[src/rtl/wave_capture_ctrl.sv]
// wave_capture_ctrl
//
// Captures one 256-sample window of the 16-bit audio stream into a
// double-buffered 512 x 8 waveform RAM. Capture begins at each positive-going
// zero crossing. Samples go into the half the display is not reading. The
// halves are swapped once the display reports idle.
//
// Ports:
//   clk                in   system clock, rising edge
//   reset              in   asynchronous reset, active low
//   new_sample_ready   in   one-cycle strobe, new_sample_in valid
//   new_sample_in      in   [15:0] signed audio sample
//   wave_display_idle  in   display not reading RAM, swap permitted
//   write_address      out  [8:0] {~read_index, count}
//   write_enable       out  RAM write strobe
//   write_sample       out  [7:0] offset-binary upper byte of sample
//   read_index         out  RAM half the display reads
//
// Build option:
//   WAVE_CAPTURE_TRIG_HYST_EN - when defined, the trigger also requires the
//   previous sample to be <= -256. Small negative noise then cannot arm a
//   capture.

module wave_capture_ctrl (
    input  logic        clk,
    input  logic        reset,
    input  logic        new_sample_ready,
    input  logic [15:0] new_sample_in,
    input  logic        wave_display_idle,
    output logic [8:0]  write_address,
    output logic        write_enable,
    output logic [7:0]  write_sample,
    output logic        read_index
);

    typedef enum logic [1:0] {
        ARMED  = 2'd0,
        ACTIVE = 2'd1,
        WAIT   = 2'd2
    } state_t;

    state_t      state_q, state_d;
    logic [7:0]  count_q, count_d;
    logic        read_index_q, read_index_d;
    logic [15:0] prev_sample_q, prev_sample_d;
    logic        crossing;

    // Positive-going crossing: previous sample negative, current one
    // non-negative (zero counts as non-negative).
`ifdef WAVE_CAPTURE_TRIG_HYST_EN
    assign crossing = new_sample_ready
                    && ($signed(prev_sample_q) <= -16'sd256)
                    && !new_sample_in[15];
`else
    assign crossing = new_sample_ready
                    && ($signed(prev_sample_q) < 16'sd0)
                    && !new_sample_in[15];
`endif

    always_ff @(posedge clk or negedge reset) begin
        if (!reset) begin
            state_q       <= ARMED;
            count_q       <= '0;
            read_index_q  <= 1'b0;
            prev_sample_q <= '0;
        end else begin
            state_q       <= state_d;
            count_q       <= count_d;
            read_index_q  <= read_index_d;
            prev_sample_q <= prev_sample_d;
        end
    end

    always_comb begin
        state_d       = state_q;
        count_d       = count_q;
        read_index_d  = read_index_q;
        prev_sample_d = new_sample_ready ? new_sample_in : prev_sample_q;

        case (state_q)
            ARMED: begin
                // The crossing sample itself is not written.
                if (crossing) begin
                    state_d = ACTIVE;
                    count_d = '0;
                end
            end
            ACTIVE: begin
                if (new_sample_ready) begin
                    // Increment wraps 255 -> 0 as the window completes.
                    count_d = count_q + 8'd1;
                    if (count_q == 8'hFF) begin
                        state_d = WAIT;
                    end
                end
            end
            WAIT: begin
                if (wave_display_idle) begin
                    read_index_d = ~read_index_q;
                    state_d      = ARMED;
                end
            end
            default: begin
                state_d = ARMED;
                count_d = '0;
            end
        endcase
    end

    assign write_enable  = (state_q == ACTIVE) && new_sample_ready;
    assign write_address = {~read_index_q, count_q};
    assign write_sample  = {~new_sample_in[15], new_sample_in[14:8]};
    assign read_index    = read_index_q;

endmodule

[config.mk]
export PLATFORM = sky130hd
export DESIGN_NAME = wave_capture_ctrl
export DESIGN_NICKNAME = d
export VERILOG_FILES = /design/src/rtl/wave_capture_ctrl.sv
export SDC_FILE = /design/constraint.sdc
export NUM_CORES = 1
export LEC_CHECK = 0
export CAP_MARGIN = 20
export CORE_MARGIN = 2
export CORE_UTILIZATION = 40
export DETAILED_ROUTE_END_ITERATION = 16
export GPL_ROUTABILITY_DRIVEN = 0
export PLACE_DENSITY = 0.82
export RECOVER_POWER = 50
export REMOVE_ABC_BUFFERS = 1
export SYNTH_ARGS = -nofsm -noshare
export SYNTH_HDL_FRONTEND = slang
export SYNTH_SLANG_ARGS = --single-unit
[constraint.sdc]
create_clock -name clk -period 3.34 [get_ports clk]
set_input_delay 0.501 -clock clk [delete_from_list [all_inputs] [get_ports clk]]
set_output_delay 0.501 -clock clk [all_outputs]
set_load 0.05 [all_outputs]
# Word-level counts from Yosys, hierarchy flattened
# Index checks and enable logic that the tools add are counted.
# Widths: inputs -> output; s select.
[word_totals]
register_bits = 27
input_bits = 20
output_inout_bits = 19
[op_classes]
add_sub_neg = 1
magnitude_cmp = 1
eq_ne = 7
muxes = 8
n_bitwise = 3
n_reduce_logical = 8
[ops]
columns = ["op", "n"]
rows = [
  ["$pmux 8 s3", 1],
  ["$lt 16x1->1 const B", 1],
  ["$mux 8", 2],
  ["$add 8x1->8 const B", 1],
  ["$eq 8x8->1 const B", 1],
  ["$mux 2", 4],
  ["$ne 2x2->1 const B", 4],
  ["$pmux 2 s3", 1],
  ["$reduce_and 4->1", 1],
  ["$logic_and 1x1->1", 3],
  ["$not 1->1", 3],
  ["$reduce_and 3->1", 1],
  ["$eq 2x1->1 const B", 1],
  ["$eq 2x2->1 const B", 1],
  ["$logic_not 2->1", 1],
  ["$reduce_and 2->1", 1],
  ["$logic_not 1->1", 1],
]

# Logic depth before layout (Yosys ltp)
[depth]
depth_word = 5
ltp_mapped = 5
mapped_depth_nobuf = 5

# Worst setup path after synthesis
# No wires, ideal clock.
[synth_path]
path_type = "reg2reg"
from = "register count_q[0]"
to = "register count_q[4]"
setup_time_ns = 0.132
t_arrival_ns = 1.440
slack_ns = 1.767
path_stages_with_launch = 6
period_less_slack_ns = 1.573
path_cell_list = "dfrtp_1 ha_1 and3_2 o21ai_0 a22oi_1 o21ai_0"
[synth_between]
elab_chain_len = 3
[synth_lines]
columns = ["element", "line", "rtl"]
rows = [
  ["from (decl)", "43", "logic [7:0] count_q, count_d;"],
  ["from (signal assigned)", "68", "count_q <= count_d;"],
  ["$add 8x1->8", "91", "count_d = count_q + 8'd1;"],
  ["$mux 8", "89", "if (new_sample_ready) begin"],
  ["$pmux 8 s3", "80", "case (state_q)"],
]
# No other way between the ends. The select of a mux whose other input is x is not followed.
# A chain may end at the register's enable or synchronous reset.

# Worst setup path in the final report
[layout_path]
from = "input new_sample_ready"
to = "output write_enable"
[layout_between]
elab_chain_len = 1
[layout_lines]
columns = ["element", "line", "rtl"]
rows = [
  ["from (decl)", "27", "input logic new_sample_ready,"],
  ["$logic_and 1x1->1", "110", "assign write_enable = (state_q == ACTIVE) && new_sample_ready;"],
  ["to (decl)", "31", "output logic write_enable,"],
]
# No other way between the ends.

==> flow_metrics.env <==
export IMPL_status="complete, no violations"
export IMPL_multiInputGateArea_um2=310
export IMPL_critPathMaxFanout=8
export IMPL_grt_pass1_vias=466
export IMPL_min_path_cells=1
export IMPL_ant_nets=0
export IMPL_fp_dieW_um=45.8
export IMPL_synth_edf_count=0
export IMPL_path_clk_slew_ns=0.07
export IMPL_critPathCaptureType="output port"
export IMPL_synth_simple_area_share_pct=19.0
export IMPL_drc=0
export IMPL_fin_hold_ws_ns=0.495
export IMPL_antenna_cells=0
export IMPL_period_share_pct=85.3
export IMPL_synth_compound_area_share_pct=19.5
export IMPL_grt_max_degree=13
export IMPL_totalWireLength_um=1420
export IMPL_drive_gt1_share_pct=11.9
export IMPL_clock_skew_ns=0.00312
export IMPL_crit_required_ns=2.84
export IMPL_drtIter0Drc=7
export IMPL_power_uw=605
export IMPL_reg2regPathDepth=5
export IMPL_ys_seq_area_share_pct=42.9
export IMPL_cts_resized=0
export IMPL_ios=39
export IMPL_post_cts_setup_buffer_count=0
export IMPL_synth_fa_ha_area_share_pct=1.79
export IMPL_clock_path_buffers=2
export IMPL_hp_class="reg -> reg"
export IMPL_max_freq_ghz=0.351
export IMPL_vias_per_cell=5.59
export IMPL_final_cell_count_no_fill=101
export IMPL_dp_cells=97
export IMPL_ctsHoldBuffers=0
export IMPL_wire_per_inst_um=14.1
export IMPL_setup_slack_ns=0.491
export IMPL_row_count=15
export IMPL_fin_crit_ns=2.85
export IMPL_dp_worst_setup_slack_ns=0.574
export IMPL_synth_xor_area_share_pct=2.50
export IMPL_rsz0062_at_grt="false"
export IMPL_cts_tree="yes"
export IMPL_yosys_mux_area_fraction_pct=1.61
export IMPL_groute_usage_overall_pct=15.2
export IMPL_yosys_most_used_dff="dfrtp_1"
export IMPL_cts_buffers=3
export IMPL_syn_inst=74
export IMPL_setup_worst_path_start_class="input port"
export IMPL_area_growth_pct=21.1
export IMPL_nFillCells=151
export IMPL_synth_area_per_cell_um2=9.45
export IMPL_p_per_area_mw_per_mm2=714
export IMPL_cts_sinks=12
export IMPL_dpl_hpwl_um=1040
export IMPL_core_area_mm2=0.00169
export IMPL_synthesis_area_um2=699
export IMPL_final_hold_violation_count=0
export IMPL_setup_tns_ns=0
export IMPL_critPathKind="in -> out"
export IMPL_ys_types=32
export IMPL_relSlewSlack_pct=63.9
export IMPL_drv_cap=0
export IMPL_numPortBuffers=16
export IMPL_synth_seq_cells=12
export IMPL_initial_core_util_pct=41.4
export IMPL_drt_pass1_iterations=5
export IMPL_final_setup_viol_count=0
export IMPL_grt_overflow=0
export IMPL_arrival_ns=2.35
export IMPL_fp_dieArea_mm2=0.00210
export IMPL_async_flop_share_pct=100
export IMPL_leakagePower_uw=0.000369
export IMPL_antenna_found_initial=0
export IMPL_die_y_um=45.8
export IMPL_synth_top_family_by_area="compound AO/OA/AOI/OAI gates"
export IMPL_cts_root_buf="clkbuf_4"
export IMPL_yosys_warnings=0
export IMPL_vias=565
export IMPL_seq_area_um2=300
export IMPL_clkLatencyLatePin_ns=0.27
export IMPL_nets=106
export IMPL_tightest_slew_ns=0.539
export IMPL_grt_pass1_wl_um=2150
export IMPL_htree_levels=1
export IMPL_maxSlewViolCount=0
export IMPL_ir_drop_v=0.000450
export IMPL_rrSetupSlack_ns=1.97
-- worst max-delay path: stages --
cell,delay (ns)
dlygate4sd3_1,0.75
nand3b_4,0.17
inv_2,0.12
clkdlybuf4s50_1,0.81
-- area by class of cell --
type                    instances  share of cell area (%)
multi-input cells              47                    36.6
flip-flops and latches         12                    35.5
repair buffers                 16                    18.9
clock buffers                   4                    4.28
well taps                      17                    2.51
inverters                       5                    2.22
-- final timing paths --
kind	startpoint	endpoint
setup reg to reg	count_q[0]	count_q[4]
min in group asynchronous	reset	count_q[5]
hold reg to reg	count_q[7]	count_q[7]
max in group asynchronous	reset	count_q[3]
setup / recovery	new_sample_ready	write_enable
hold / removal	count_q[7]	count_q[7]
-- registers in the layout (all words and copies together) (netlist names) --
name	count
prev_sample_q	1
state_q	2
count_q	8
read_index	1
-- per-stage QoR --
step	area, um2	utilization [%]
floorplan	629	-
global placement	811	48.0
detailed placement	811	48.0
CTS	847	50.1
global route	847	50.1
finish	847	50.1
-- logic make-up after synthesis --
| group | after synthesis |
|---|---|
| compound gates | 22 |
| xor+xnor | 2 |
| fa+ha+maj | 1 |
| buf+inv | 15 |
| flops | 12 |
| mux | 1 |
| simple gates | 21 |
-- layout by cell type, fill, tap and decap left out, drive strengths merged, types with 2 or more instances in the layout --
cell type / n
clkbuf: 4
clkdlybuf4s50: 13
and3: 2
nand2: 5
nand3: 5
a21oi: 3
nor3b: 2
dfrtp: 12
nor2: 2
dlygate4sd3: 3
o31ai: 2
o21ai: 11
inv: 5
-- metal layers --
| layer | share of wire [%] | vias to the layer above | global-route usage [%] |
|---|---|---|---|
| li1 | - | 279 | - |
| met1 | 45 | 260 | 18.4 |
| met2 | 43 | 21 | 19.7 |
| met3 | 9.3 | 5 | 10.3 |
| met4 | 2.5 | 0 | 8.57 |
| met5 | 0 | - | 0 |
-- where the power goes --
part           internal, uW  switching (uW)  leakage [uW]
logic                  92.3             168      0.000191
registers               178            52.4      0.000157
clock network          66.3            48.1     0.0000210
total                   336             268      0.000369
-- synthesized netlist by cell type, drive strengths merged, types with 2 or more instances --
cell type / count / area share (%)
nand2: 5 / 2.7
nor3b: 2 / 2.9
dfrtp: 12 / 43
buf: 9 / 9.3
o21ai: 11 / 7.9
nor2: 2 / 1.1
o31ai: 2 / 2.1
a21oi: 3 / 2.1
and3: 2 / 2.0
inv: 5 / 2.7
nand3: 5 / 3.6
No activity file was read; power rests on OpenSTA's default activity.
